`src/rtl/fifo_uart_tx_pkg.sv`:
```
// Shared types and constants for the FIFO-fed 8N1 serial transmitter.
// Frame layout: one start bit, DATA_BITS data bits LSB first, one stop bit.
package fifo_uart_pkg;

  typedef enum logic [2:0] {
    IDLE,
    FETCH,
    LOAD,
    START,
    DATA,
    STOP
  } state_e;

  localparam int FRAME_BITS           = 10;
  localparam int DATA_BITS            = 8;
  localparam int DEFAULT_CLKS_PER_BIT = 16;

endpackage

```
`src/rtl/fifo_uart_tx_if.sv`:
```
// FIFO read side plus serial line and status of the transmitter.
// The master is the transmitter; the slave is the FIFO and line environment.
interface fifo_uart_tx_if;
  logic       fifoEmpty;
  logic [7:0] fifoData;
  logic       readEn;
  logic       txOut;
  logic       busy;
  logic       txDone;

  modport master (
    input  fifoEmpty,
    input  fifoData,
    output readEn,
    output txOut,
    output busy,
    output txDone
  );

  modport slave (
    output fifoEmpty,
    output fifoData,
    input  readEn,
    input  txOut,
    input  busy,
    input  txDone
  );
endinterface

```
`src/rtl/fifo_uart_tx_baud_gen.sv`:
```
// Bit-period counter: ticks on count CLKS_PER_BIT-1 and wraps, held at 0 while clear.
// Tick is combinational from the count; no backpressure, free-running when not cleared.
module uart_baud_gen #(
  parameter int CLKS_PER_BIT = 16
) (
  input  logic clk,
  input  logic reset,
  input  logic clear,
  output logic tick
);

  localparam int CNT_W = (CLKS_PER_BIT > 1) ? $clog2(CLKS_PER_BIT) : 1;
  localparam logic [CNT_W-1:0] LAST = CNT_W'(CLKS_PER_BIT - 1);

  logic [CNT_W-1:0] cnt_q;
  logic [CNT_W-1:0] cnt_d;

  assign tick = (cnt_q == LAST);

  // Wrapping on tick restarts the period for the next bit without a clear.
  always_comb begin
    cnt_d = cnt_q + 1'b1;
    if (clear || tick) begin
      cnt_d = '0;
    end
  end

  always_ff @(posedge clk or negedge reset) begin
    if (!reset) begin
      cnt_q <= '0;
    end else begin
      cnt_q <= cnt_d;
    end
  end

endmodule

```
`src/rtl/fifo_uart_tx.sv`:
```
// Drains a byte FIFO one entry per frame and sends each as 8N1, LSB first; 3 cycles fetch-to-start.
// One read strobe per frame, none while a frame is in flight; FIFO absorbs producer bursts.
module fifo_uart_tx
  import fifo_uart_pkg::*;
#(
  parameter int CLKS_PER_BIT = DEFAULT_CLKS_PER_BIT
) (
  input  logic           clk,
  input  logic           reset,
  fifo_uart_tx_if.master bus
);

  state_e               state_q;
  logic [DATA_BITS-1:0] shift_q;
  logic [2:0]           bit_idx_q;
  logic                 tx_q;
  logic                 rd_q;
  logic                 busy_q;
  logic                 done_q;

  logic                 baud_clear;
  logic                 baud_tick;

  // The bit period only runs while a frame is on the line, so every timed state starts at 0.
  assign baud_clear = !(state_q inside {START, DATA, STOP});

  uart_baud_gen #(
    .CLKS_PER_BIT(CLKS_PER_BIT)
  ) u_baud (
    .clk  (clk),
    .reset(reset),
    .clear(baud_clear),
    .tick (baud_tick)
  );

  always_ff @(posedge clk or negedge reset) begin
    if (!reset) begin
      state_q   <= IDLE;
      shift_q   <= '0;
      bit_idx_q <= '0;
      tx_q      <= 1'b1;
      rd_q      <= 1'b0;
      busy_q    <= 1'b0;
      done_q    <= 1'b0;
    end else begin
      rd_q   <= 1'b0;
      done_q <= 1'b0;
      unique case (state_q)
        IDLE: begin
          if (!bus.fifoEmpty) begin
            state_q <= FETCH;
            rd_q    <= 1'b1;
            busy_q  <= 1'b1;
          end
        end
        FETCH: begin
          state_q <= LOAD;
        end
        LOAD: begin
          shift_q <= bus.fifoData;
          tx_q    <= 1'b0;
          state_q <= START;
        end
        START: begin
          if (baud_tick) begin
            state_q   <= DATA;
            bit_idx_q <= '0;
            tx_q      <= shift_q[0];
          end
        end
        DATA: begin
          if (baud_tick) begin
            // Output is registered, so the next bit is read one position ahead of the shift.
            if (bit_idx_q == 3'(DATA_BITS - 1)) begin
              state_q <= STOP;
              tx_q    <= 1'b1;
            end else begin
              tx_q <= shift_q[1];
            end
            shift_q   <= shift_q >> 1;
            bit_idx_q <= bit_idx_q + 1'b1;
          end
        end
        STOP: begin
          if (baud_tick) begin
            state_q <= IDLE;
            busy_q  <= 1'b0;
            done_q  <= 1'b1;
          end
        end
        default: begin
          state_q <= IDLE;
        end
      endcase
    end
  end

  assign bus.readEn = rd_q;
  assign bus.txOut  = tx_q;
  assign bus.busy   = busy_q;
  assign bus.txDone = done_q;

endmodule
```
`src/flat_wrapper.sv`:
```
// flat-port wrapper written by rule: the top's interface ports become plain ports
module fifo_uart_tx_flat import fifo_uart_pkg::*;
#(
  parameter int CLKS_PER_BIT = DEFAULT_CLKS_PER_BIT
)
  (clk, reset, bus_fifoEmpty, bus_fifoData, bus_readEn, bus_txOut, bus_busy, bus_txDone);
  fifo_uart_tx_if bus_i ();
  input  logic clk;
  input  logic reset;
  input wire logic [$bits(bus_i.fifoEmpty)-1:0] bus_fifoEmpty;
  input wire logic [$bits(bus_i.fifoData)-1:0] bus_fifoData;
  output wire logic [$bits(bus_i.readEn)-1:0] bus_readEn;
  output wire logic [$bits(bus_i.txOut)-1:0] bus_txOut;
  output wire logic [$bits(bus_i.busy)-1:0] bus_busy;
  output wire logic [$bits(bus_i.txDone)-1:0] bus_txDone;
  assign bus_i.fifoEmpty = bus_fifoEmpty;
  assign bus_i.fifoData = bus_fifoData;
  assign bus_readEn = bus_i.readEn;
  assign bus_txOut = bus_i.txOut;
  assign bus_busy = bus_i.busy;
  assign bus_txDone = bus_i.txDone;
  fifo_uart_tx #(.CLKS_PER_BIT(CLKS_PER_BIT)) u_core (.clk(clk), .reset(reset), .bus(bus_i));
endmodule
```
`config.mk`:
```
export PLATFORM = sky130hd
export DESIGN_NAME = fifo_uart_tx_flat
export DESIGN_NICKNAME = d
export VERILOG_FILES = /design/src/rtl/fifo_uart_tx_pkg.sv /design/src/rtl/fifo_uart_tx_if.sv /design/src/rtl/fifo_uart_tx_baud_gen.sv /design/src/rtl/fifo_uart_tx.sv /design/src/flat_wrapper.sv
export SDC_FILE = /design/constraint.sdc
export NUM_CORES = 1
export LEC_CHECK = 0
export CAP_MARGIN = 10
export CORE_MARGIN = 4
export CORE_UTILIZATION = 55
export DETAILED_ROUTE_END_ITERATION = 12
export PLACE_DENSITY = 0.8
export SYNTH_ARGS = -nofsm -noshare
export SYNTH_HDL_FRONTEND = slang
export SYNTH_SLANG_ARGS = --single-unit
```
`constraint.sdc`:
```
create_clock -name clk -period 4.5 [get_ports clk]
set_input_delay 0.675 -clock clk [delete_from_list [all_inputs] [get_ports clk]]
set_output_delay 0.675 -clock clk [all_outputs]
set_load 0.02 [all_outputs]
```
==> reports/qor_table.md <==
| Item | Value |
|---|---|
| RSZ-0062 raised after global routing | false |
| GRT Overall Usage | 0.177 |
| Worst EP required | 3830 ps |
| First-pass GRT wire length | 3.59 mm |
| End point of the critical path | bus_txOut |
| Core Region | 0.00182 mm² |
| CTS H-tree depth | 1 |
| Total detailed-routing wirelength | 2.06 mm |
| CP max stage delay | 600 ps |
| Setup-failing EPs final | 0 |
| Global route overflow | 0 |
| Via count of the first global-routing pass | 807 |
| Bufs on Longest Clock Path | 2 |
| PD cells | 255 mW/mm² |
| Top_reg_cell synth | dfrtp_1 |
| Bufs and invs on worst path | 1 |
| Number of resized instances in the post-cts repair step | 0 |
| TritonCTS clock tree | yes |
| Number of antenna violations at the first check in global routing | 0 |
| Proportion of power drawn by combinational gates | 0.061 |
| Worst flop-to-flop path endpoint | u_core.shift_q[6]$_DFFE_PN0P_ |
| TritonCTS buffer count | 3 |
| Area enclosed by the die boundary | 0.00280 mm² |
| Effective utilization at floorplan | 0.610 |
| Final cycle utilization of the critical path | 0.473 |
| Max-Slew Margin vs Limit | 0.350 |
| Routed vias | 797 |
| Count of flip-flops with a built-in enable after synthesis | 0 |
| Net switching power | 67.9 µW |
| Final Max Tran Viols | 0 |
| Crit path max fanout | 2 |
| Largest net degree at the start of global routing | 23 |
| Internal power | 263 µW |
| Run status | completed |
| FF-to-FF path depth | 3 |
| Worst voltage drop across the vdd grid | 0.181 mV |
| Crit end category | output port |
| Sequential share of the synthesized area | 0.497 |
| Netlist area before placement | 0.00111 mm² |
| Number of buffer cells added on primary ports | 14 |
| Worst reg2reg startpoint | u_core.state_q[2]$_DFFE_PN0P_ |
| Final Wtd Congestion | 0.801 |
| Die width | 52.9 µm |
| Post-detail-place hpwl | 1.50 mm |
| Switching portion of total power | 0.205 |
| Synth warn | 0 |
| Start point of the critical path | u_core.bus.txOut$_DFFE_PN1P_ |
| Count of filler cells inserted in the layout | 140 |
| Clock period minus worst slack | 2130 ps |
| Worst min path class | reg -> reg |
| Clk_lat worst skew | 300 ps |
| Number of iterations in the first detailed-routing pass | 4 |
| Die boundary height | 52.9 µm |
| Classification of the worst setup path | reg -> out |
| Max-Cap Viols | 0 |
| Ys async rst share | 1.00 |
| Synth Instances | 101 |
| Post-route setup TNS | 0 ps |
| Area added between synthesis and finish | 17.1% |
| Critical Path Source Type | flip-flop |
| FF+latch count, synth | 22 |
| Io pins | 15 |
| Hold_ws | 476 ps |
| Top achievable clock speed | 470 MHz |
| Number of design-rule violations left by the first detailed-router iteration | 7 |
| Quantity of hold-fixing buffers added after cts | 0 |
| Final net count | 130 |
| Leakage component of the power | 0.000577 µW |
| Net count of the mapped netlist | 115 |
| Number of rows in the core area | 15 |
| Flop pwr share | 0.613 |
| Post-synthesis cell type count | 31 |
| Routed length per instance | 14.7 µm |
| Clk slew on worst S/H paths | 120 ps |
| DRC violations left | 0 |
| Postcts setup bufs | 0 |
| Worst Path Arrival | 1450 ps |
| Cell type group with the largest total delay on the critical path | buffers and inverters |
| Detail Route Antenna Nets | 0 |
| Cell chain of the critical path | clkdlybuf4s50_1 |
| Per-cell via count in the routed design | 5.69 |
| Largest clock skew in the final design | 1.92 ps |
| Final hold violation count | 0 |
| Worst reg-to-reg setup slack | 2570 ps |
| Fraction of layout cells with a size suffix above 1 | 0.200 |
| Diode count | 0 |
| Least-Margin Pin Slew | 972 ps |
| CTS root buffer | clkbuf_4 |
| Syn avg cell area | 11.0 µm² |
| Clock power frac | 0.326 |
| Clock sink count | 22 |
| Number of cells on the critical path | 1 |
| Slowest stage cell on the critical path | clkdlybuf4s50_1 |
worst reg2reg max path: stages (launching register included):
cell     delay (ps)
dfrtp_1         650
nor3b_4         520
mux2_2          380
mux2_2          270
synth_stat cells (2+ instances only):
master | instances | area [µm²]
dfrtp_1 | 21 | 526
mux2_2 | 14 | 158
nor2_1 | 9 | 33.8
a21oi_1 | 7 | 35.0
nand3_1 | 7 | 35.0
nand2_1 | 4 | 15.0
ha_1 | 3 | 37.5
inv_1 | 3 | 11.3
o21ai_0 | 3 | 15.0
o22ai_1 | 3 | 18.8
and3_1 | 2 | 12.5
buf_2 | 2 | 10.0
clkbuf_1 | 2 | 7.51
nand2b_1 | 2 | 12.5
nor3_1 | 2 | 10.0
xor2_1 | 2 | 17.5
stage by stage:
stage / setup WS, ps / utilization / std cells / instance area (µm²) / power (µW)
after floorplan: 2850 / - / 101 / 1110 / 212
after global placement: 2620 / 0.694 / 136 / 1260 / 227
after detailed placement: 2590 / 0.694 / 136 / 1260 / 227
after CTS: 2350 / 0.714 / 140 / 1300 / 336
after global routing: 2320 / 0.714 / 140 / 1300 / 348
final: 2370 / 0.714 / 140 / 1300 / 331
registers in the layout, summed over array words and instances (netlist names):
name / count
u_core.state_q: 3
u_core.bus.busy: 1
u_core.bus.txOut: 1
u_core.shift_q: 8
u_core.bit_idx_q: 3
u_core.u_baud.cnt_q: 4
u_core.bus.txDone: 1
u_core.bus.readEn: 1
per-layer routing:
layer	wire length (µm)	global-route usage
met4	17	0.0638
met2	951	0.279
met1	1000	0.237
met5	0	0
met3	85	0.0423
worst min-delay path by stage:
| stage | startpoint | endpoint | slack, ps | depth (start not counted) |
|---|---|---|---|---|
| after floorplan | reset | u_core.bit_idx_q[0]$_DFFE_PN0P_ | 380 | 0 |
| after global placement | u_core.u_baud.cnt_q[0]$_DFF_PN0_ | u_core.u_baud.cnt_q[0]$_DFF_PN0_ | 450 | 1 |
| after CTS | u_core.u_baud.cnt_q[0]$_DFF_PN0_ | u_core.u_baud.cnt_q[0]$_DFF_PN0_ | 480 | 1 |
| final | u_core.u_baud.cnt_q[0]$_DFF_PN0_ | u_core.u_baud.cnt_q[0]$_DFF_PN0_ | 480 | 1 |
| after global routing | u_core.u_baud.cnt_q[0]$_DFF_PN0_ | u_core.u_baud.cnt_q[0]$_DFF_PN0_ | 510 | 1 |
| after detailed placement | u_core.u_baud.cnt_q[0]$_DFF_PN0_ | u_core.u_baud.cnt_q[0]$_DFF_PN0_ | 460 | 1 |
cell usage in the layout, fill, tap and decap left out, drive strengths merged, types with 3 or more instances in the layout:
cell / synthesis / layout
nor2: 9 / 9
inv: 3 / 3
dfrtp: 21 / 21
clkdlybuf4s50: 0 / 14
o22ai: 3 / 3
o21ai: 3 / 3
a21oi: 8 / 8
nand3: 7 / 7
mux2: 15 / 15
ha: 3 / 3
nand2: 5 / 5
clkbuf: 2 / 4
logic make-up after synthesis:
| logic type | Yosys count | share of synthesized area |
|---|---|---|
| fa+ha+maj | 3 | 0.0338 |
| xor+xnor | 2 | 0.0158 |
| simple gates | 33 | 0.160 |
| compound gates | 19 | 0.112 |
| buf+inv | 7 | 0.0259 |
| flops | 22 | 0.497 |
| mux | 15 | 0.156 |
layout make-up:
type | instances | area (µm²) | share of cell area
flip-flops and latches | 22 | 552 | 0.424
well taps | 25 | 31.3 | 0.0241
inverters | 3 | 11.3 | 0.00866
clock buffers | 4 | 36.3 | 0.0279
multi-input cells | 72 | 529 | 0.407
repair buffers | 14 | 140 | 0.108
power groups by stage:
stage                     sequential [µW]  combinational, µW  clock, µW
after floorplan                       207               5.72          0
after global placement                207               20.1          0
after detailed placement              207               20.7          0
after CTS                             203               20.7        112
after global routing                  203               22.6        122
final                                 203               20.3        108
No activity file was read; power rests on OpenSTA's default activity.
